File: config.mk
export PLATFORM = sky130hd
export DESIGN_NAME = mc_ctrl_fsm
export DESIGN_NICKNAME = d
export VERILOG_FILES = /design/src/rtl/mc_ctrl_pkg.sv /design/src/rtl/mc_alu_decode.sv /design/src/rtl/mc_ctrl_fsm.sv
export SDC_FILE = /design/constraint.sdc
export NUM_CORES = 1
export LEC_CHECK = 0
export ABC_AREA = 1
export CORE_MARGIN = 2
export CORE_UTILIZATION = 49
export DETAILED_ROUTE_END_ITERATION = 10
export PLACE_DENSITY_LB_ADDON = 0.25
export SLEW_MARGIN = 20
export SYNTH_ARGS = -nofsm -noshare
export SYNTH_HDL_FRONTEND = slang
export SYNTH_SLANG_ARGS = --single-unit
File: constraint.sdc
create_clock -name clk -period 2.18 [get_ports clk]
set_input_delay 0.436 -clock clk [delete_from_list [all_inputs] [get_ports clk]]
set_output_delay 0.436 -clock clk [all_outputs]
set_load 0.05 [all_outputs]
File: src/rtl/mc_ctrl_pkg.sv
// Shared types and encodings for the multi-cycle RV32 control sequencer.
package mc_ctrl_pkg;

  typedef enum logic [2:0] {
    S_IDLE, S_FETCH, S_DECODE, S_EXEC, S_MEM, S_WB, S_TRAP
  } state_e;

  typedef enum logic [2:0] {
    IC_NONE, IC_R, IC_I, IC_LW, IC_SW, IC_BR
  } iclass_e;

  localparam logic [6:0] OP_R  = 7'b0110011;
  localparam logic [6:0] OP_I  = 7'b0010011;
  localparam logic [6:0] OP_LW = 7'b0000011;
  localparam logic [6:0] OP_SW = 7'b0100011;
  localparam logic [6:0] OP_BR = 7'b1100011;

  localparam logic [3:0] ALU_AND = 4'b0000;
  localparam logic [3:0] ALU_OR  = 4'b0001;
  localparam logic [3:0] ALU_ADD = 4'b0010;
  localparam logic [3:0] ALU_XOR = 4'b0011;
  localparam logic [3:0] ALU_SLL = 4'b0100;
  localparam logic [3:0] ALU_SRL = 4'b0101;
  localparam logic [3:0] ALU_SUB = 4'b0110;
  localparam logic [3:0] ALU_SLT = 4'b0111;
  localparam logic [3:0] ALU_SRA = 4'b1000;

  localparam logic [1:0] IMM_I = 2'b00;
  localparam logic [1:0] IMM_S = 2'b01;
  localparam logic [1:0] IMM_B = 2'b10;

  localparam logic [1:0] CAUSE_NONE = 2'b00;
  localparam logic [1:0] CAUSE_ILL  = 2'b01;
  localparam logic [1:0] CAUSE_TMO  = 2'b10;

endpackage

File: src/rtl/mc_alu_decode.sv
// Combinational decode of opcode/funct3/funct7[5] into instruction class,
// ALU operation, immediate format, operand-B select and a legality flag.
module mc_alu_decode
  import mc_ctrl_pkg::*;
(
  input  logic [6:0] opcode,
  input  logic [2:0] funct3,
  input  logic       funct7_5,
  output iclass_e    iclass,
  output logic [3:0] operation,
  output logic [1:0] imm_src,
  output logic       alu_src,
  output logic       legal
);

  logic       is_r;
  logic       f_legal;
  logic [3:0] f_op;

  assign is_r = (opcode == OP_R);

  // funct3 map shared by R and I forms; funct7[5] only selects SUB (R) and SRA.
  always_comb begin
    f_legal = 1'b1;
    f_op    = ALU_ADD;
    case (funct3)
      3'b000: f_op = (is_r && funct7_5) ? ALU_SUB : ALU_ADD;
      3'b001: begin f_op = ALU_SLL; f_legal = !funct7_5; end
      3'b010: f_op = ALU_SLT;
      3'b100: f_op = ALU_XOR;
      3'b101: f_op = funct7_5 ? ALU_SRA : ALU_SRL;
      3'b110: f_op = ALU_OR;
      3'b111: f_op = ALU_AND;
      default: f_legal = 1'b0;
    endcase
    if (is_r && funct7_5 && !(funct3 == 3'b000 || funct3 == 3'b101))
      f_legal = 1'b0;
  end

  always_comb begin
    iclass    = IC_NONE;
    operation = ALU_ADD;
    imm_src   = IMM_I;
    alu_src   = 1'b0;
    legal     = 1'b0;
    case (opcode)
      OP_R:  begin iclass = IC_R;  operation = f_op; alu_src = 1'b1; legal = f_legal; end
      OP_I:  begin iclass = IC_I;  operation = f_op; legal = f_legal; end
      OP_LW: begin iclass = IC_LW; legal = (funct3 == 3'b010); end
      OP_SW: begin iclass = IC_SW; imm_src = IMM_S; legal = (funct3 == 3'b010); end
      OP_BR: begin
        iclass    = IC_BR;
        operation = ALU_SUB;
        imm_src   = IMM_B;
        alu_src   = 1'b1;
        legal     = (funct3[2:1] == 2'b00);
      end
      default: ;
    endcase
  end

endmodule

File: src/rtl/mc_ctrl_fsm.sv
// Multi-cycle control sequencer: FETCH..WB per instruction, memory wait with
// timeout, sticky trap and retired-instruction counter.
module mc_ctrl_fsm
  import mc_ctrl_pkg::*;
#(
  parameter int MEM_TIMEOUT = 16,
  parameter int CNT_W       = 32
) (
  input  logic             clk,
  input  logic             reset,
  input  logic             run,
  input  logic [31:0]      instruction,
  input  logic             zero,
  input  logic             mem_ready,
  output logic             pc_we,
  output logic             pc_src,
  output logic             alu_src,
  output logic [1:0]       imm_src,
  output logic [3:0]       operation,
  output logic             rg_wrt_en,
  output logic             mem_we,
  output logic             mem_re,
  output logic             mem_to_reg,
  output logic             busy,
  output logic             trap,
  output logic [1:0]       trap_cause,
  output logic [CNT_W-1:0] instret
);

  localparam int               TMO_W    = $clog2(MEM_TIMEOUT + 1);
  localparam logic [TMO_W-1:0] TMO_LAST = TMO_W'(MEM_TIMEOUT - 1);

  state_e            state_q, state_d;
  logic [31:0]       ir_q, ir_d;
  logic [TMO_W-1:0]  tmo_q, tmo_d;
  logic [1:0]        cause_q, cause_d;
  logic [CNT_W-1:0]  instret_q, instret_d;

  iclass_e    dec_class;
  logic [3:0] dec_op;
  logic [1:0] dec_imm;
  logic       dec_alu_src;
  logic       dec_legal;
  logic       unused_ir;

  assign unused_ir = ^{ir_q[31], ir_q[29:15], ir_q[11:7]};

  mc_alu_decode u_dec (
    .opcode    (ir_q[6:0]),
    .funct3    (ir_q[14:12]),
    .funct7_5  (ir_q[30]),
    .iclass    (dec_class),
    .operation (dec_op),
    .imm_src   (dec_imm),
    .alu_src   (dec_alu_src),
    .legal     (dec_legal)
  );

  always_ff @(posedge clk or negedge reset) begin
    if (!reset) begin
      state_q   <= S_IDLE;
      ir_q      <= '0;
      tmo_q     <= '0;
      cause_q   <= CAUSE_NONE;
      instret_q <= '0;
    end else begin
      state_q   <= state_d;
      ir_q      <= ir_d;
      tmo_q     <= tmo_d;
      cause_q   <= cause_d;
      instret_q <= instret_d;
    end
  end

  always_comb begin
    state_d    = state_q;
    ir_d       = ir_q;
    tmo_d      = '0;
    cause_d    = cause_q;
    instret_d  = instret_q;
    pc_we      = 1'b0;
    pc_src     = 1'b0;
    alu_src    = 1'b0;
    imm_src    = IMM_I;
    operation  = '0;
    rg_wrt_en  = 1'b0;
    mem_we     = 1'b0;
    mem_re     = 1'b0;
    mem_to_reg = 1'b0;

    // Datapath controls are held from DECODE through retirement.
    if (state_q == S_DECODE || state_q == S_EXEC || state_q == S_MEM || state_q == S_WB) begin
      alu_src   = dec_alu_src;
      imm_src   = dec_imm;
      operation = dec_op;
    end

    case (state_q)
      S_IDLE:   if (run) state_d = S_FETCH;
      S_FETCH:  begin ir_d = instruction; state_d = S_DECODE; end
      S_DECODE: begin
        if (!dec_legal) begin
          state_d = S_TRAP;
          cause_d = CAUSE_ILL;
        end else begin
          state_d = S_EXEC;
        end
      end
      S_EXEC: begin
        case (dec_class)
          IC_LW, IC_SW: state_d = S_MEM;
          IC_BR: begin
            pc_we   = 1'b1;
            pc_src  = ir_q[12] ? !zero : zero;
            state_d = run ? S_FETCH : S_IDLE;
          end
          default: state_d = S_WB;
        endcase
      end
      S_MEM: begin
        mem_re = (dec_class == IC_LW);
        mem_we = (dec_class == IC_SW);
        if (mem_ready) begin
          if (dec_class == IC_SW) begin
            pc_we   = 1'b1;
            state_d = run ? S_FETCH : S_IDLE;
          end else begin
            state_d = S_WB;
          end
        end else if (tmo_q == TMO_LAST) begin
          state_d = S_TRAP;
          cause_d = CAUSE_TMO;
        end else begin
          tmo_d = tmo_q + TMO_W'(1);
        end
      end
      S_WB: begin
        rg_wrt_en  = 1'b1;
        mem_to_reg = (dec_class == IC_LW);
        pc_we      = 1'b1;
        state_d    = run ? S_FETCH : S_IDLE;
      end
      S_TRAP: ;
      default: state_d = S_IDLE;
    endcase

    if (pc_we) instret_d = instret_q + CNT_W'(1);
  end

  assign busy       = (state_q != S_IDLE) && (state_q != S_TRAP);
  assign trap       = (state_q == S_TRAP);
  assign trap_cause = cause_q;
  assign instret    = instret_q;

endmodule

After elaboration in Yosys (flattened, before gate mapping). Cells that the tools add are included.

Register bits after elaboration: 73. Latch bits: 0. Memory bits (writable): 0. Bits in read-only memories: 0. Output and inout port bits: 49. Word-level logic and storage cells: 96. Memories kept: 0.

Add/sub/neg operators: 2. $mul: 0. Divide/modulo/power cells: 0. Order comparisons: 0. Equality and inequality tests: 27. Shift operators: 0. Mux-type cells: 39. Bitwise logic cells: 1. Reduce and logical (&&, ||, !) cells: 22.

Operators by type and width (number): $add 32x1->32 const B (1); $pmux 4 s7 (1); $eq 3x3->1 const B (9); $pmux 3 s7 (1); $mux 3 (6); $mux 5 (3); $pmux 3 s5 (1); $eq 7x6->1 const B (2); $mux 1 (14); $eq 3x2->1 const B (4); $mux 2 (4); $mux 4 (2); $pmux 2 s2 (2); $pmux 4 s2 (1); $reduce_or 2->1 (4); $eq 7x2->1 const B (1); $eq 7x5->1 const B (1); $eq 7x7->1 const B (1); $eq 3x1->1 const B (2); $logic_not 3->1 (2); $ne 2x2->1 const B (3); $pmux 1 s3 (2); $pmux 3 s2 (1); $reduce_or 6->1 (1); 15 further kinds (22).

Logic depth before layout (Yosys ltp). Gate-level depths: netlist (run 1).

Depth in word-level cells: 8. Mapped depth: 12. Gate-level depth less buffers: 11.

Hierarchy. Synthesis (run 1) repeated with hierarchy kept, for this count alone.

Cell total of the unflattened synthesis: 457. Area total of the unflattened synthesis: 3288.2 um^2.

By module, submodules not included: mc_ctrl_fsm (instances 1, cells each 404, area each 3016.6 um^2, sequential area each 1326.3 um^2); mc_alu_decode (instances 1, cells each 53, area each 271.5 um^2, sequential area each 0.0 um^2).

Worst setup path after synthesis (run 1). OpenSTA, ideal clock, no wires.

Path type: register to output. Start: register state_q[1]. End: output port operation[0]. Arrival time: 1.939 ns. Data required time: 1.744 ns. Path slack: -0.195 ns. Cell stages (with the launch flop): 6. Buffers on the path: 0. Cell sequence: dfrtp_1 -> nor2_2 -> nand2_2 -> nand3_1 -> inv_1 -> nor3_1.

Cells in the longest elaborated chain, start to end: 5. Elaborated cells between the ends (all ways): 8. Those cells by class: eq/ne: 4; mux: 1; reduce/logical: 3.

RTL lines: from (decl) (RTL line mc_ctrl_fsm.sv:33) `state_e state_q, state_d;`; from (signal assigned) (RTL line mc_ctrl_fsm.sv:67) `state_q <= state_d;`; $eq 3x2->1 (RTL line mc_ctrl_fsm.sv:92) `if (state_q == S_DECODE || state_q == S_EXEC || state_q == S_MEM || state_q == S_WB) begin`; $logic_or 1x1->1 (2 in a row) (RTL line mc_ctrl_fsm.sv:92); $logic_or 1x1->1 * (RTL line mc_ctrl_fsm.sv:92); $mux 4 * (RTL line mc_ctrl_fsm.sv:92); to (decl) (RTL line mc_ctrl_fsm.sv:19) `output logic [3:0] operation,`.

Every way passes the cells marked *; elsewhere a longest branch is shown, timed or not.

Worst setup path after layout (run 1). Ends and elaborated chain as after synthesis.

==> reports/metrics.csv, run 1 <==
metric,value,unit
run status,completed,
port bufs,64,
"leading cell type in the layout, fill and taps excluded",sky130_fd_sc_hd__nand2_1,
clock latency at the later pin of the worst-skew pair,0.31,ns
number of cells on the worst reg-to-reg path,9,
worst path required time,1.74,ns
number of DRC markers in iteration 0,190,
Crit-path slowest cell,sky130_fd_sc_hd__dfrtp_1,
total clock buffers created by CTS,5,
syn nets,524,
number of antenna violations at the first check in global routing,0,
leading post-synthesis cells by cell area,"sky130_fd_sc_hd__dfrtp_1, sky130_fd_sc_hd__nand2_1, sky130_fd_sc_hd__nor2_1, sky130_fd_sc_hd__inv_1, sky130_fd_sc_hd__nand3_1",
area share of the largest cell type after synthesis,39.94,%
number of remaining DRC errors,0,
top-level port count,86,
"Cell Chain, Critical Path",inv_1 > nand3_1 > nand3_2 > inv_2 > nor3_4 > buf_12,
wire length of the first global-routing pass,13840,microns
Routed Antenna Nets,0,
clock buffer depth,2,
setup tns final,0,ns
count of hold-fix buffers inserted at cts,0,
clock period minus worst slack,2.116,ns
maximum number of pins on one net before global-route repair,27,
total power of the final layout,4.113,mW
part of the Yosys area used for sequential elements,39.94,%
flop2flop setup slack,0.30,ns
fin nets,600,
element type at the critical path start,register,
dpl ws,0.1453,ns
"commonest non-fill, non-tap cells in the layout","sky130_fd_sc_hd__nand2_1, sky130_fd_sc_hd__nor2_1, sky130_fd_sc_hd__dfrtp_1, sky130_fd_sc_hd__clkdlybuf4s50_1, sky130_fd_sc_hd__inv_1",
detailed-route wire length,8232,microns
internal power contribution,2.129,mW
Die Span Y,86.32,microns
largest stage delay on the critical path,0.45,ns
portion of the clock cycle consumed by the worst path in the final layout,97.08,%
highest clock frequency the design can meet,472.5,MHz
type of the worst setup path,reg -> out,
switching portion of total power,48.23,%
mean post-synth cell area,6.847,sq um
min-delay worst type,in -> async,
Crit path arrival time,1.68,ns
Fin. Hold Viols,0,
final cell area excluding filler cells,4370,sq um
RD Place Congestion,0.9302,
flop and latch count out of synthesis,53,
PwrDens,941.0,nW/um^2
actual transition at the worst max-transition pin,0.5273,ns
number of synthesized flops with an enable pin,0,
Reg-to-Reg End,instret[3],
initial core utilization,49.70,%
Yosys top cell by area,sky130_fd_sc_hd__dfrtp_1,
setup skew after layout,0.007214,ns
slew margin rel.,64.74,%
area of the core,6681,sq um
unrepaired setup endpoints after global routing,true,
number of sinks handled by clock tree synthesis,53,
fraction of registers with async set or reset after synthesis,100.0,%
dpl cell area,4179,sq um
netlist area before placement,3321,sq um
most used flip-flop cell after synthesis,sky130_fd_sc_hd__dfrtp_1,
Final setup violation count,0,
WL/cell,12.84,microns
half-perimeter wire length after placement,6431,microns
maximum fanout count along the critical path,5,
synth warn,0,
Final Core Density,65.41,%
"Distinct cells, synth",30,
fraction of layout instances using a drive strength above 1,12.66,%
highest ir drop seen on vdd,0.4967,mV
global-route usage over all layers,23.14,%
overall die width,86.32,microns
CTS Root Buffer Type,sky130_fd_sc_hd__clkbuf_8,
Max Transition Viols Final,0,
number of rows created at floorplan,30,
CTS tree,built,
Placed Cells incl. Taps,630,
ant diodes,0,
worst path setup slack after routing,0.06367,ns
max-cap viol count,0,
htree depth,2,
endpoint kind of the worst setup timing path,output port,
vias in the first global route,2999,
DRT Pass-1 Iters,5,
clock slew at reported path FFs,0.10,ns
Non-Filler Instances,641,
hold_ws,0.05539,ns
Post-Synthesis Cells,485,
Psw,1.984,mW
routed via count,3299,
final global-route overflow total,0,
part of the total power dissipated in combinational logic,50.4,%
buffer and inverter count on the worst path,3,
signed area change from the synthesized netlist to the final layout,31.61,%
Vias/cell,5.147,
clock power share,13.6,%
Reg2Reg Launch Point,state_q[1],
area enclosed by the die boundary,7451,sq um
standby leakage power,2.086,nW
sequential share of power,36.0,%
"CP delay by family, top",simple AND/OR/NAND/NOR gates,
-- power groups by stage --
stage / Clock, mW / Sequential, mW / Combinational [mW]
5_1_grt: 0.605 / 1.52 / 2.28
6_report: 0.560 / 1.48 / 2.07
3_3_place_gp: 0 / 1.47 / 1.90
3_5_place_dp: 0 / 1.48 / 1.95
2_1_floorplan: 0 / 1.71 / 1.11
4_1_cts: 0.562 / 1.46 / 1.96
-- layout make-up --
| class | instances | area (sq um) |
|---|---|---|
| flip-flops and latches | 53 | 1328 |
| fillers | 581 | 2311 |
| multi-input cells | 374 | 1813 |
| inverters | 51 | 193.9 |
| repair buffers | 76 | 850.8 |
| well taps | 80 | 100.1 |
| clock inverters | 2 | 16.27 |
| clock buffers | 5 | 68.82 |
-- synth_stat cells, types with 3 or more instances --
library cell,number
sky130_fd_sc_hd__nand4_1,8
sky130_fd_sc_hd__nor2_1,65
sky130_fd_sc_hd__nor2_2,3
sky130_fd_sc_hd__inv_1,50
sky130_fd_sc_hd__nand2_1,197
sky130_fd_sc_hd__nand3b_1,10
sky130_fd_sc_hd__nand3_1,22
sky130_fd_sc_hd__o21ai_0,19
sky130_fd_sc_hd__dfrtp_1,53
sky130_fd_sc_hd__nor3_1,12
sky130_fd_sc_hd__xnor2_1,6
sky130_fd_sc_hd__xor2_1,7
sky130_fd_sc_hd__a21oi_1,9
sky130_fd_sc_hd__nand3_2,3
-- how the worst max path moves through the flow --
stage | from | end | cells after the start
after global placement | mem_ready | pc_we | 6
after floorplan | state_q[1] | operation[0] | 5
final | state_q[1] | operation[0] | 6
after detailed placement | mem_ready | instret[3] | 8
after CTS | state_q[1] | operation[0] | 6
after global routing | state_q[1] | operation[1] | 6
-- layer usage --
metal / wire length [microns] / vias up / part of all wire (%) / global-route usage (%)
met1: 3870 / 1512 / 47 / 33.66
li1: - / 1670 / - / -
met4: 128 / 0 / 1.6 / 6.108
met3: 414 / 11 / 5.0 / 3.238
met2: 3818 / 106 / 46 / 36.36
met5: 0 / - / 0 / 0
-- state kept, by name, indices dropped and copies added (netlist names) --
signal      flops
tmo_q           5
state_q         3
instret        32
trap_cause      2
ir_q           11
-- timing repair --
item	in CTS	in global routing
setup endpoints to repair	4	6
endpoints found under the hold margin	0	0
gates resized for setup	0	25
pin swaps	0	5
buffers inserted	0	4
-- cells by family (layout without fill, tap and decap cells) --
kind of cell,after synthesis,in the layout,synth area share (%)
compound gates,28,28,4.220
xor+xnor,16,16,4.898
fa+ha+maj,2,2,0.7535
buf+inv,58,134,7.649
flops,53,53,39.94
simple gates,328,328,42.54
Power figures use the tool's default switching activity.
==> run 2, diff against run 1 <==
--- a/config.mk
+++ b/config.mk
@@ -9,6 +9,7 @@
 export CORE_MARGIN = 2
 export CORE_UTILIZATION = 49
 export DETAILED_ROUTE_END_ITERATION = 10
+export MAX_ROUTING_LAYER = met4
 export PLACE_DENSITY_LB_ADDON = 0.25
 export SLEW_MARGIN = 20
 export SYNTH_ARGS = -nofsm -noshare
==> constraint.sdc (replaced) <==
create_clock -name clk -period 2.2 [get_ports clk]
set_input_delay 0.44 -clock clk [delete_from_list [all_inputs] [get_ports clk]]
set_output_delay 0.44 -clock clk [all_outputs]
set_load 0.05 [all_outputs]
==> reports/metrics.csv, run 2 (same netlist as run 1, synthesis figures left out) <==
metric,value,unit
"Cell Chain, Critical Path",inv_1 > nand2_1 > nor2_4 > buf_4 > nand2_2 > inv_1 > nand2_1 > inv_1 > buf_12,
Crit-path slowest cell,sky130_fd_sc_hd__dfrtp_1,
"CP delay by family, top",buffers and inverters,
type of the worst setup path,reg -> out,
Fin. Hold Viols,0,
CTS tree,built,
buffer and inverter count on the worst path,5,
area of the core,6681,sq um
worst path required time,1.76,ns
setup skew after layout,0.007394,ns
final global-route overflow total,0,
clock slew at reported path FFs,0.09,ns
area enclosed by the die boundary,7451,sq um
endpoint kind of the worst setup timing path,output port,
signed area change from the synthesized netlist to the final layout,32.86,%
detailed-route wire length,8475,microns
run status,completed,
WL/cell,13.22,microns
Max Transition Viols Final,0,
dpl ws,0.1450,ns
clock period minus worst slack,2.129,ns
half-perimeter wire length after placement,6423,microns
actual transition at the worst max-transition pin,0.5682,ns
min-delay worst type,in -> async,
routed via count,3350,
Final setup violation count,0,
highest ir drop seen on vdd,0.5653,mV
hold_ws,0.1139,ns
wire length of the first global-routing pass,13820,microns
internal power contribution,2.238,mW
"commonest non-fill, non-tap cells in the layout","sky130_fd_sc_hd__nand2_1, sky130_fd_sc_hd__nor2_1, sky130_fd_sc_hd__dfrtp_1, sky130_fd_sc_hd__clkdlybuf4s50_1, sky130_fd_sc_hd__inv_1",
max-cap viol count,0,
clock buffer depth,2,
slew margin rel.,62.12,%
PwrDens,956.0,nW/um^2
Largest register FFs,32,
number of remaining DRC errors,0,
Routed Antenna Nets,0,
maximum number of pins on one net before global-route repair,33,
DRT Pass-1 Iters,5,
Crit path arrival time,1.69,ns
standby leakage power,2.105,nW
highest clock frequency the design can meet,469.7,MHz
number of fillers in the final layout,606,
worst path setup slack after routing,0.07085,ns
Die Span Y,86.32,microns
htree depth,2,
total power of the final layout,4.218,mW
RD Place Congestion,0.9366,
largest stage delay on the critical path,0.40,ns
fraction of layout instances using a drive strength above 1,13.19,%
global-route usage over all layers,23.65,%
fraction of met1 tracks used by global routing,31.93,%
clock latency at the later pin of the worst-skew pair,0.31,ns
Vias/cell,5.226,
port bufs,64,
part of the total power dissipated in combinational logic,49.3,%
total clock buffers created by CTS,5,
Psw,1.980,mW
overall die width,86.32,microns
element type at the critical path start,register,
most used cell along the critical path,sky130_fd_sc_hd__inv_1,
initial core utilization,49.70,%
fin nets,600,
"leading cell type in the layout, fill and taps excluded",sky130_fd_sc_hd__nand2_1,
number of rows created at floorplan,30,
clock power share,15.3,%
number of sinks handled by clock tree synthesis,53,
switching portion of total power,46.94,%
vias in the first global route,3119,
number of DRC markers in iteration 0,241,
unrepaired setup endpoints after global routing,true,
GRT Max-Usage Layer,met2,
sequential share of power,35.4,%
ant diodes,0,
number of antenna violations at the first check in global routing,0,
routing usage on met3,3.905,%
maximum fanout count along the critical path,5,
met2 track utilization from global routing,36.57,%
top-level port count,86,
CTS Root Buffer Type,sky130_fd_sc_hd__clkbuf_8,
portion of the clock cycle consumed by the worst path in the final layout,96.78,%
## run 2: repair_timing
action / in CTS / in global routing
buffers inserted: 0 / 6
gates resized for setup: 4 / 24
setup endpoints to repair: 4 / 6
hold buffers: 0 / 0
pin swaps: 0 / 3
## run 2: power groups by stage
stage | registers [mW] | logic (mW) | clock network (mW)
2_1_floorplan | 1.69 | 1.10 | 0
3_3_place_gp | 1.46 | 1.88 | 0
3_5_place_dp | 1.47 | 1.92 | 0
4_1_cts | 1.46 | 1.95 | 0.651
5_1_grt | 1.53 | 2.27 | 0.696
6_report | 1.49 | 2.08 | 0.643
## run 2: area by class of cell
type                    instances  area [sq um]  area share (%)
well taps                      80         100.1           2.269
clock inverters                 2         35.03          0.7941
flip-flops and latches         53          1330           30.15
inverters                      51         191.4           4.339
repair buffers                 76         863.3           19.57
multi-input cells             374          1823           41.32
clock buffers                   5         68.82           1.560
## run 2: worst reg2reg max path, stage by stage (launching register included)
cell and delay [ns]:
sky130_fd_sc_hd__dfrtp_1 0.40, sky130_fd_sc_hd__inv_1 0.07, sky130_fd_sc_hd__nand2_1 0.08, sky130_fd_sc_hd__nor2_4 0.21
sky130_fd_sc_hd__buf_4 0.15, sky130_fd_sc_hd__nand3_2 0.12, sky130_fd_sc_hd__nand3_4 0.19, sky130_fd_sc_hd__buf_4 0.30
sky130_fd_sc_hd__nand2_1 0.10, sky130_fd_sc_hd__xor2_1 0.15
## run 2: routing by layer
layer  vias up  routed length (microns)
met1      1566                     3890
met5         -                        0
met3        17                      403
li1       1665                        -
met2       102                     4036
met4         0                      144
## run 2: worst paths after layout
kind	startpoint	slack, ns	depth (start not counted)	to
max	ir_q[2]	0.07	9	imm_src[1]
min	reset	0.11	1	state_q[2]
max reg2reg	ir_q[2]	0.33	9	instret[9]
min reg2reg	tmo_q[0]	0.47	1	tmo_q[0]
max in group asynchronous	reset	1.51	2	instret[16]
min in group clk	tmo_q[0]	0.47	1	tmo_q[0]
## run 2: through the flow
| step | setup TNS [ns] | cell area [sq um] | cells | util (%) |
|---|---|---|---|---|
| finish | 0 | 4412 | 641 | 66.03 |
| global route | -0.2919 | 4412 | 641 | 66.03 |
| CTS | -0.03525 | 4285 | 635 | 64.14 |
| detailed placement | 0 | 4164 | 628 | 62.32 |
| global placement | 0 | 4164 | 628 | 62.32 |
| floorplan | -0.3570 | 3321 | 485 | - |
==> run 3, diff against run 2 <==
--- a/config.mk
+++ b/config.mk
@@ -6,9 +6,11 @@
 export NUM_CORES = 1
 export LEC_CHECK = 0
 export ABC_AREA = 1
+export ABC_CLOCK_PERIOD_IN_PS = 2200
 export CORE_MARGIN = 2
 export CORE_UTILIZATION = 49
 export DETAILED_ROUTE_END_ITERATION = 10
+export GPL_ROUTABILITY_DRIVEN = 0
 export MAX_ROUTING_LAYER = met4
 export PLACE_DENSITY_LB_ADDON = 0.25
 export SLEW_MARGIN = 20
==> reports/metrics.csv, run 3 (same netlist as run 1, synthesis figures left out) <==
metric,value,unit
overall die width,86.32,microns
Max Transition Viols Final,0,
actual transition at the worst max-transition pin,0.5344,ns
vias in the first global route,2945,
maximum number of pins on one net before global-route repair,27,
"Cell Chain, Critical Path",nor2_2 > nand2_1 > nor2_2 > nand3_1 > nand3b_1 > nand2_1 > a21oi_2 > buf_12,
Reg2Reg Launch Point,ir_q[2],
number of remaining DRC errors,0,
clock power share,16.4,%
number of cells on the worst reg-to-reg path,9,
CTS Root Buffer Type,sky130_fd_sc_hd__clkbuf_8,
area of the core,6681,sq um
top-level port count,86,
ant diodes,0,
signed area change from the synthesized netlist to the final layout,32.29,%
setup tns final,0,ns
total clock buffers created by CTS,5,
Fin. Hold Viols,0,
Final setup violation count,0,
Vias/cell,5.097,
max-cap viol count,0,
clock latency at the later pin of the worst-skew pair,0.30,ns
clock buffer depth,2,
endpoint kind of the worst setup timing path,output port,
final global-route overflow total,0,
setup skew after layout,0.004573,ns
flop2flop setup slack,0.44,ns
PwrDens,954.3,nW/um^2
sequential share of power,35.0,%
standby leakage power,2.093,nW
fin nets,598,
internal power contribution,2.251,mW
dpl cell area,4172,sq um
part of the total power dissipated in combinational logic,48.5,%
"leading cell type in the layout, fill and taps excluded",sky130_fd_sc_hd__nand2_1,
number of antenna violations at the first check in global routing,0,
final cell area excluding filler cells,4393,sq um
Routed Antenna Nets,0,
port bufs,64,
clock period minus worst slack,2.101,ns
"commonest non-fill, non-tap cells in the layout","sky130_fd_sc_hd__nand2_1, sky130_fd_sc_hd__nor2_1, sky130_fd_sc_hd__dfrtp_1, sky130_fd_sc_hd__clkdlybuf4s50_1, sky130_fd_sc_hd__inv_1",
Psw,1.941,mW
worst path required time,1.76,ns
count of hold-fix buffers inserted at cts,0,
initial core utilization,49.70,%
number of rows created at floorplan,30,
switching portion of total power,46.30,%
wire length of the first global-routing pass,13210,microns
largest stage delay on the critical path,0.41,ns
slew margin rel.,64.26,%
DRT Pass-1 Iters,5,
Reg-to-Reg End,instret[19],
element type at the critical path start,register,
min-delay worst type,in -> async,
portion of the clock cycle consumed by the worst path in the final layout,95.49,%
highest clock frequency the design can meet,476.0,MHz
fraction of layout instances using a drive strength above 1,12.68,%
run status,completed,
dpl ws,0.1991,ns
area enclosed by the die boundary,7451,sq um
half-perimeter wire length after placement,6347,microns
number of DRC markers in iteration 0,250,
maximum fanout count along the critical path,2,
Crit-path slowest cell,sky130_fd_sc_hd__dfrtp_1,
type of the worst setup path,reg -> out,
routed via count,3262,
Die Span Y,86.32,microns
CTS tree,built,
highest ir drop seen on vdd,0.5706,mV
WL/cell,12.59,microns
Crit path arrival time,1.66,ns
number of sinks handled by clock tree synthesis,53,
Largest register FFs,32,
htree depth,2,
worst path setup slack after routing,0.09919,ns
detailed-route wire length,8056,microns
clock slew at reported path FFs,0.09,ns
global-route usage over all layers,22.86,%
-- run 3: changes by cell type in the layout (fill, tap and decap cells not counted) --
cell	previous run	this run
sky130_fd_sc_hd__nor2_2	4	5
sky130_fd_sc_hd__clkinv_2	1	0
sky130_fd_sc_hd__nor2_4	3	2
sky130_fd_sc_hd__clkinvlp_4	0	1
sky130_fd_sc_hd__buf_12	14	13
sky130_fd_sc_hd__dfrtp_2	3	1
sky130_fd_sc_hd__dfrtp_1	50	52
sky130_fd_sc_hd__buf_4	13	12
sky130_fd_sc_hd__clkbuf_8	5	6
-- run 3: repair_timing --
item,CTS,global route
setup endpoints to repair,2,6
pin swaps,0,5
endpoints found under the hold margin,0,0
buffers inserted,0,3
resized for setup,0,25
-- run 3: stage by stage --
step	hold slack (ns)	util (%)	instances	total power, mW
2_1_floorplan	0.1444	-	485	2.795
3_3_place_gp	0.3457	62.43	629	3.341
3_5_place_dp	0.3453	62.43	629	3.390
4_1_cts	0.01668	64.23	637	4.087
5_1_grt	0.02301	65.75	640	4.478
6_report	0.01097	65.75	640	4.192
-- run 3: worst max-delay path by stage --
stage               startpoint  depth (start not counted)           end  slack [ns]
finish                 ir_q[2]                          8  operation[2]         0.1
CTS                 state_q[1]                          6  operation[3]       -0.05
global route           ir_q[3]                          8  operation[2]       -0.03
floorplan           state_q[1]                          5  operation[0]       -0.18
global placement     mem_ready                          8   instret[19]        0.20
detailed placement   mem_ready                          8   instret[19]        0.20
-- run 3: power by group through the flow --
stage / logic [mW] / registers, mW / clock network [mW]
floorplan: 1.10 / 1.69 / 0
global placement: 1.88 / 1.46 / 0
detailed placement: 1.92 / 1.47 / 0
CTS: 1.93 / 1.45 / 0.710
global route: 2.23 / 1.50 / 0.747
finish: 2.03 / 1.47 / 0.689
-- run 3: routing by layer --
metal / part of all wire (%) / global-route usage (%)
met4: 1.4 / 5.682
met5: 0 / -
met3: 4.5 / 3.048
met1: 47 / 30.67
met2: 47 / 36.92
-- run 3: area by class of cell --
| cell class | count | area [sq um] |
|---|---|---|
| fillers | 594 | 2288 |
| inverters | 51 | 191.4 |
| clock inverters | 2 | 37.54 |
| flip-flops and latches | 53 | 1328 |
| well taps | 80 | 100.1 |
| clock buffers | 6 | 82.58 |
| multi-input cells | 374 | 1818 |
| repair buffers | 74 | 835.8 |
-- run 3: critical path, delay by kind of cell, from the launching register on --
family | cells | cell delay, ns
AND/OR/NAND/NOR | 6 | 0.60
flip-flops | 1 | 0.41
buffers and inverters | 1 | 0.16
AO/OA/AOI/OAI | 1 | 0.19
==> edit 1: new RTL, settings of run 1 <==
Take the reset off `instret_q` and load it in a clocked block of its own.
--- a/src/rtl/mc_ctrl_fsm.sv
+++ b/src/rtl/mc_ctrl_fsm.sv
@@ -62,14 +62,16 @@
       ir_q      <= '0;
       tmo_q     <= '0;
       cause_q   <= CAUSE_NONE;
-      instret_q <= '0;
     end else begin
       state_q   <= state_d;
       ir_q      <= ir_d;
       tmo_q     <= tmo_d;
       cause_q   <= cause_d;
-      instret_q <= instret_d;
     end
+  end
+
+  always_ff @(posedge clk) begin
+    instret_q <= instret_d;
   end
 
   always_comb begin
Check against the original RTL: differs if reset is asserted again (counterexample within 10 cycles, from zero or initial values and one cycle with reset low); with reset held inactive, the same outputs for 10 cycles.
==> edit 1 against run 1 <==
- routed wire length is 13% lower
- sequential cell count stayed put
- total power is 18% higher
- area after synthesis is 9.4% lower
- the flow now finishes with violations (setup timing)
- final area is 3.6% lower
- global-route usage is 1.9 points lower
- worst setup slack worse by 0.073 ns
==> edit 1: results (changes against run 1) <==
Status
  • Status: finished with violations
  • Failing checks: setup timing

Global route
  • Antenna violations before repair: 0 (unchanged)
  • Met1 Resource Use GR: 28.40% (-5.3 points)
  • GRT Total Usage: 21.26% (-1.9 points)
  • Vias in the first global route: 2,441 (-19%)
  • Largest net degree at the start of global routing: 22 (-19%)
  • Wire length of the first global-routing pass: 11.06 mm (-20%)
  • M2 GR Usage: 35.65% (-0.72 points)
  • Grt met3 use: 3.043% (-0.19 points)

Synth
  • Sequential fraction of the synthesis area: 49.42% (+9.5 points)
  • Synth Net Count: 397 (-24%)
  • Number of synthesized flops with an enable pin: 32 (+32)
  • Post-Synth Adder-Cell Area: 0.8319% (+0.078 points)
  • Async SR Flop Fraction: 39.62% (-60 points)
  • Largest cells by area after synthesis: edfxtp_1, dfrtp_1, nand2_1
  • Post-synthesis xor/xnor area fraction: 9.609% (+4.7 points)
  • Post-synth top flop: edfxtp_1
  • Synth Area in Compound Gates: 3.369% (-0.85 points)
  • Synth cell count leaders: nand2_1, nor2_1, inv_1
  • Syn Inst Count: 358 (-26%)

Timing
  • Slew headroom: 65.21% (+0.47 points)
  • Setup violators final: 1 (+1)
  • Setup WS post-layout: -0.009330 ns (-0.07300 ns)
  • Setup TNS: -0.009330 ns (-0.009330 ns)

Power
  • Peak supply drop: 0.8256 mV (+66%)
  • Leak: 0.001811 µW (-13%)

Critical path
  • FF-to-FF End: instret[29]$_DFFE_PP_
  • Worst r2r src: state_q[0]$_DFFE_PN0P_
  • Worst-case reg-to-reg path depth: 8 (-1)
  • Critical path's slowest cell: dfrtp_2
  • Worst Path Arrival: 1.75 ns (+0.07 ns)

Placement
  • Final HPWL DP: 5.321 mm (-17%)
  • Placed Cells: 503 (-20%)
  • Routability cong.: 0.8622 (-7.3%)
  • Pre-CTS setup slack: 0.04422 ns (-0.1011 ns)

Routing
  • DR WL/cell: 13.64 µm (+6.2%)
  • Starting DRT DRC Count: 167 (-12%)
  • Vias: 2,735 (-17%)
  • Drt first pass iters: 5 (unchanged)

Clock tree
  • Worst-path clk slew: 0.10 ns (about the same)

Layout
  • Final net count: 490 (-18%)
  • Layout cells sized above 1: 20.13% (+7.5 points)
[edit 1: cell types whose count changed in the layout (fill, tap and decap cells not counted), sizes merged, moves of 8 or more]
cell,delta
buf,+11
dfrtp,-32
edfxtp,+32
inv,-12
nand2,-97
nand3b,-9
nor2,-9
o21ai,-9
xnor2,+8
xor2,+9
[edit 1: cells by family (layout without fill, tap and decap cells)]
family | count (synthesis) | count (layout)
AO/OA/AOI/OAI | 19 | 19
XOR/XNOR | 33 | 33
adder cells (fa/ha/maj) | 2 | 2
buffers and inverters | 40 | 134
flip-flops | 53 | 53
AND/OR/NAND/NOR | 211 | 211
[edit 1: worst max path at each step]
stage,start,to,slack (ns),depth (start not counted)
floorplan,state_q[1]$_DFFE_PN0P_,instret[0]$_DFFE_PP_,-1.43,5
global placement,mem_ready,pc_we,0.05,7
detailed placement,mem_ready,pc_we,0.04,7
CTS,state_q[1]$_DFFE_PN0P_,pc_we,0.01,7
global route,state_q[0]$_DFFE_PN0P_,pc_we,-0.07,7
finish,state_q[0]$_DFFE_PN0P_,pc_we,-0.009,7
[edit 1: what timing repair did]
action	4_1_cts	5_1_grt
pin swaps	0	8
buffers inserted	3	13
gates resized for setup	9	23
setup endpoints to repair	4	4
[edit 1: routing by layer]
layer  share of wire (%)  routed length, µm
met1                  43               3078
met2                  50               3613
met3                 5.2                375
met4                 1.7                122
met5                   0                  0
[edit 1: power breakdown]
group | internal (µW) | switching (µW)
combinational | 942 | 1620
sequential | 1410 | 301
clock | 229 | 340
[edit 1: cell type report]
class	count	area [µm²]
Multi-Input combinational cell	265	1464
Clock buffer	5	68.82
Clock inverter	3	21.27
Tap cell	75	93.84
Sequential cell	53	1490
Timing Repair Buffer	88	933.4
Inverter	38	142.6
Fill cell	452	1707
[edit 1: stage by stage]
stage,instance area [µm²],hold slack (ns),total power [µW]
2_1_floorplan,3015,0.1404,3174
3_3_place_gp,3913,0.4461,3831
3_5_place_dp,3913,0.4577,3888
4_1_cts,4053,0.4638,4536
5_1_grt,4214,0.4946,5108
6_report,4214,0.4574,4837
[edit 1: critical path: cells and delay by family (launching register included)]
| family | cells | cell delay [ns] |
|---|---|---|
| DFF | 1 | 0.46 |
| buffers and inverters | 3 | 0.40 |
| and+or+nand+nor | 3 | 0.37 |
| AOI/OAI and AO/OA | 1 | 0.21 |
==> edit 2: new RTL, flow settings as in run 1 <==
Made on the original files. The parameter `CNT_W` goes from 32 to 40.
--- a/src/rtl/mc_ctrl_fsm.sv
+++ b/src/rtl/mc_ctrl_fsm.sv
@@ -4,7 +4,7 @@
   import mc_ctrl_pkg::*;
 #(
   parameter int MEM_TIMEOUT = 16,
-  parameter int CNT_W       = 32
+  parameter int CNT_W       = 40
 ) (
   input  logic             clk,
   input  logic             reset,
Ports: changed (resized instret); port bits go from 86 to 94. The function was not compared with the original's and may differ.
==> edit 2 against run 1 <==
- final cell count is 15% higher
- sequential cell count is 8 higher
- routed wire length is 21% higher
- largest cell class unchanged
- die area is 14% higher
- worst setup slack worse by 0.041 ns
- sequential share of layout area is 0.059 points higher
- critical path depth is 2 higher
- count of clock-buffer cells in the layout is 7 higher
- area after synthesis is 14% higher
- final area is 15% higher
Power is not compared: it rests on default switching activity, and its combinational part moved more than twofold at a synthesized area within 25%.
==> edit 2: results (changes against run 1) <==
Clock tree
  • H-tree levels: 3 (+1)
  • Clk_lat worst skew: 0.34 ns (+0.03 ns)
  • Num CTS Buffers: 9 (+4)

Global route
  • Vias in the first global route: 3,726 (+24%)
  • Wire length of the first global-routing pass: 17.01 mm (+23%)
  • GRT Total Usage: 24.98% (+1.8 points)

Synth
  • Post-synth cell types: 32 (+6.7%)
  • Syn Inst Count: 548 (+13%)
  • Largest cells by area after synthesis: dfrtp_1, nand2_1, nor2_1
  • Sequential fraction of the synthesis area: 40.22% (+0.28 points)
  • Synth Net Count: 587 (+12%)

Placement
  • Final HPWL DP: 7.466 mm (+16%)
  • Routability cong.: 0.9086 (-2.3%)
  • Placed Cells: 722 (+15%)
  • PortBufs: 72 (+13%)

Routing
  • Vias: 3,801 (+15%)
  • Vias/cell: 5.136 (-0.20%)

Critical path
  • Worst Path Arrival: 1.72 ns (+0.04 ns)
  • Max incr delay on CP: 0.39 ns (-0.06 ns)
  • Crit path max fanout: 3 (-2)

Timing
  • Clock Skews: 0.009003 ns (+0.001788 ns)
  • Slew headroom: 59.01% (-5.7 points)

Layout
  • Fillers: 706 (+22%)
  • Final net count: 672 (+12%)
  • Layout cells sized above 1: 11.91% (-0.74 points)
  • Number of flip-flops in the largest register: 40 (+25%)

Status
  • Status: finished clean
[edit 2: cell type report]
cell class | count | area (µm²) | area share [%]
clock inverter | 4 | 72.57 | 1.446
clock buffer | 12 | 135.1 | 2.692
inverter | 51 | 191.4 | 3.814
multi-input combinational | 428 | 2049 | 40.83
tap | 102 | 127.6 | 2.542
sequential | 61 | 1528 | 30.43
timing repair buffer | 82 | 915.9 | 18.25
[edit 2: worst paths after layout]
check	slack (ns)	end	cells after the start	from
max in group asynchronous	1.53	state_q[1]$_DFFE_PN0P_	2	reset
setup reg to reg	0.17	instret[34]$_DFFE_PN0P_	8	instret[0]$_DFFE_PN0P_
setup / recovery	0.02	operation[2]	8	ir_q[3]$_DFFE_PN0N_
hold / removal	0.05	instret[0]$_DFFE_PN0P_	1	reset
min in group clk	0.47	tmo_q[0]$_DFF_PN0_	1	tmo_q[0]$_DFF_PN0_
hold reg to reg	0.47	tmo_q[0]$_DFF_PN0_	1	tmo_q[0]$_DFF_PN0_
[edit 2: per-layer routing]
layer | global-route usage, % | part of all wire [%]
met2 | 43.93 | 49
met3 | 4.437 | 5.5
met5 | 0 | 0
met1 | 30.17 | 43
met4 | 10.20 | 2.2
[edit 2: power groups by stage]
stage / sequential [µW] / combinational [µW] / clock, µW
finish: 1130 / 54.2 / 1100
global route: 1130 / 62.4 / 1170
CTS: 1130 / 56.1 / 1120
detailed placement: 1150 / 56.3 / 0
global placement: 1150 / 55.2 / 0
floorplan: 1150 / 2.60 / 0
[edit 2: timing repair]
action,in CTS,in global routing
endpoints found under the setup margin,6,10
setup buffers,1,1
resized for setup,7,9
endpoints found under the hold margin,0,0
pin swaps,1,2
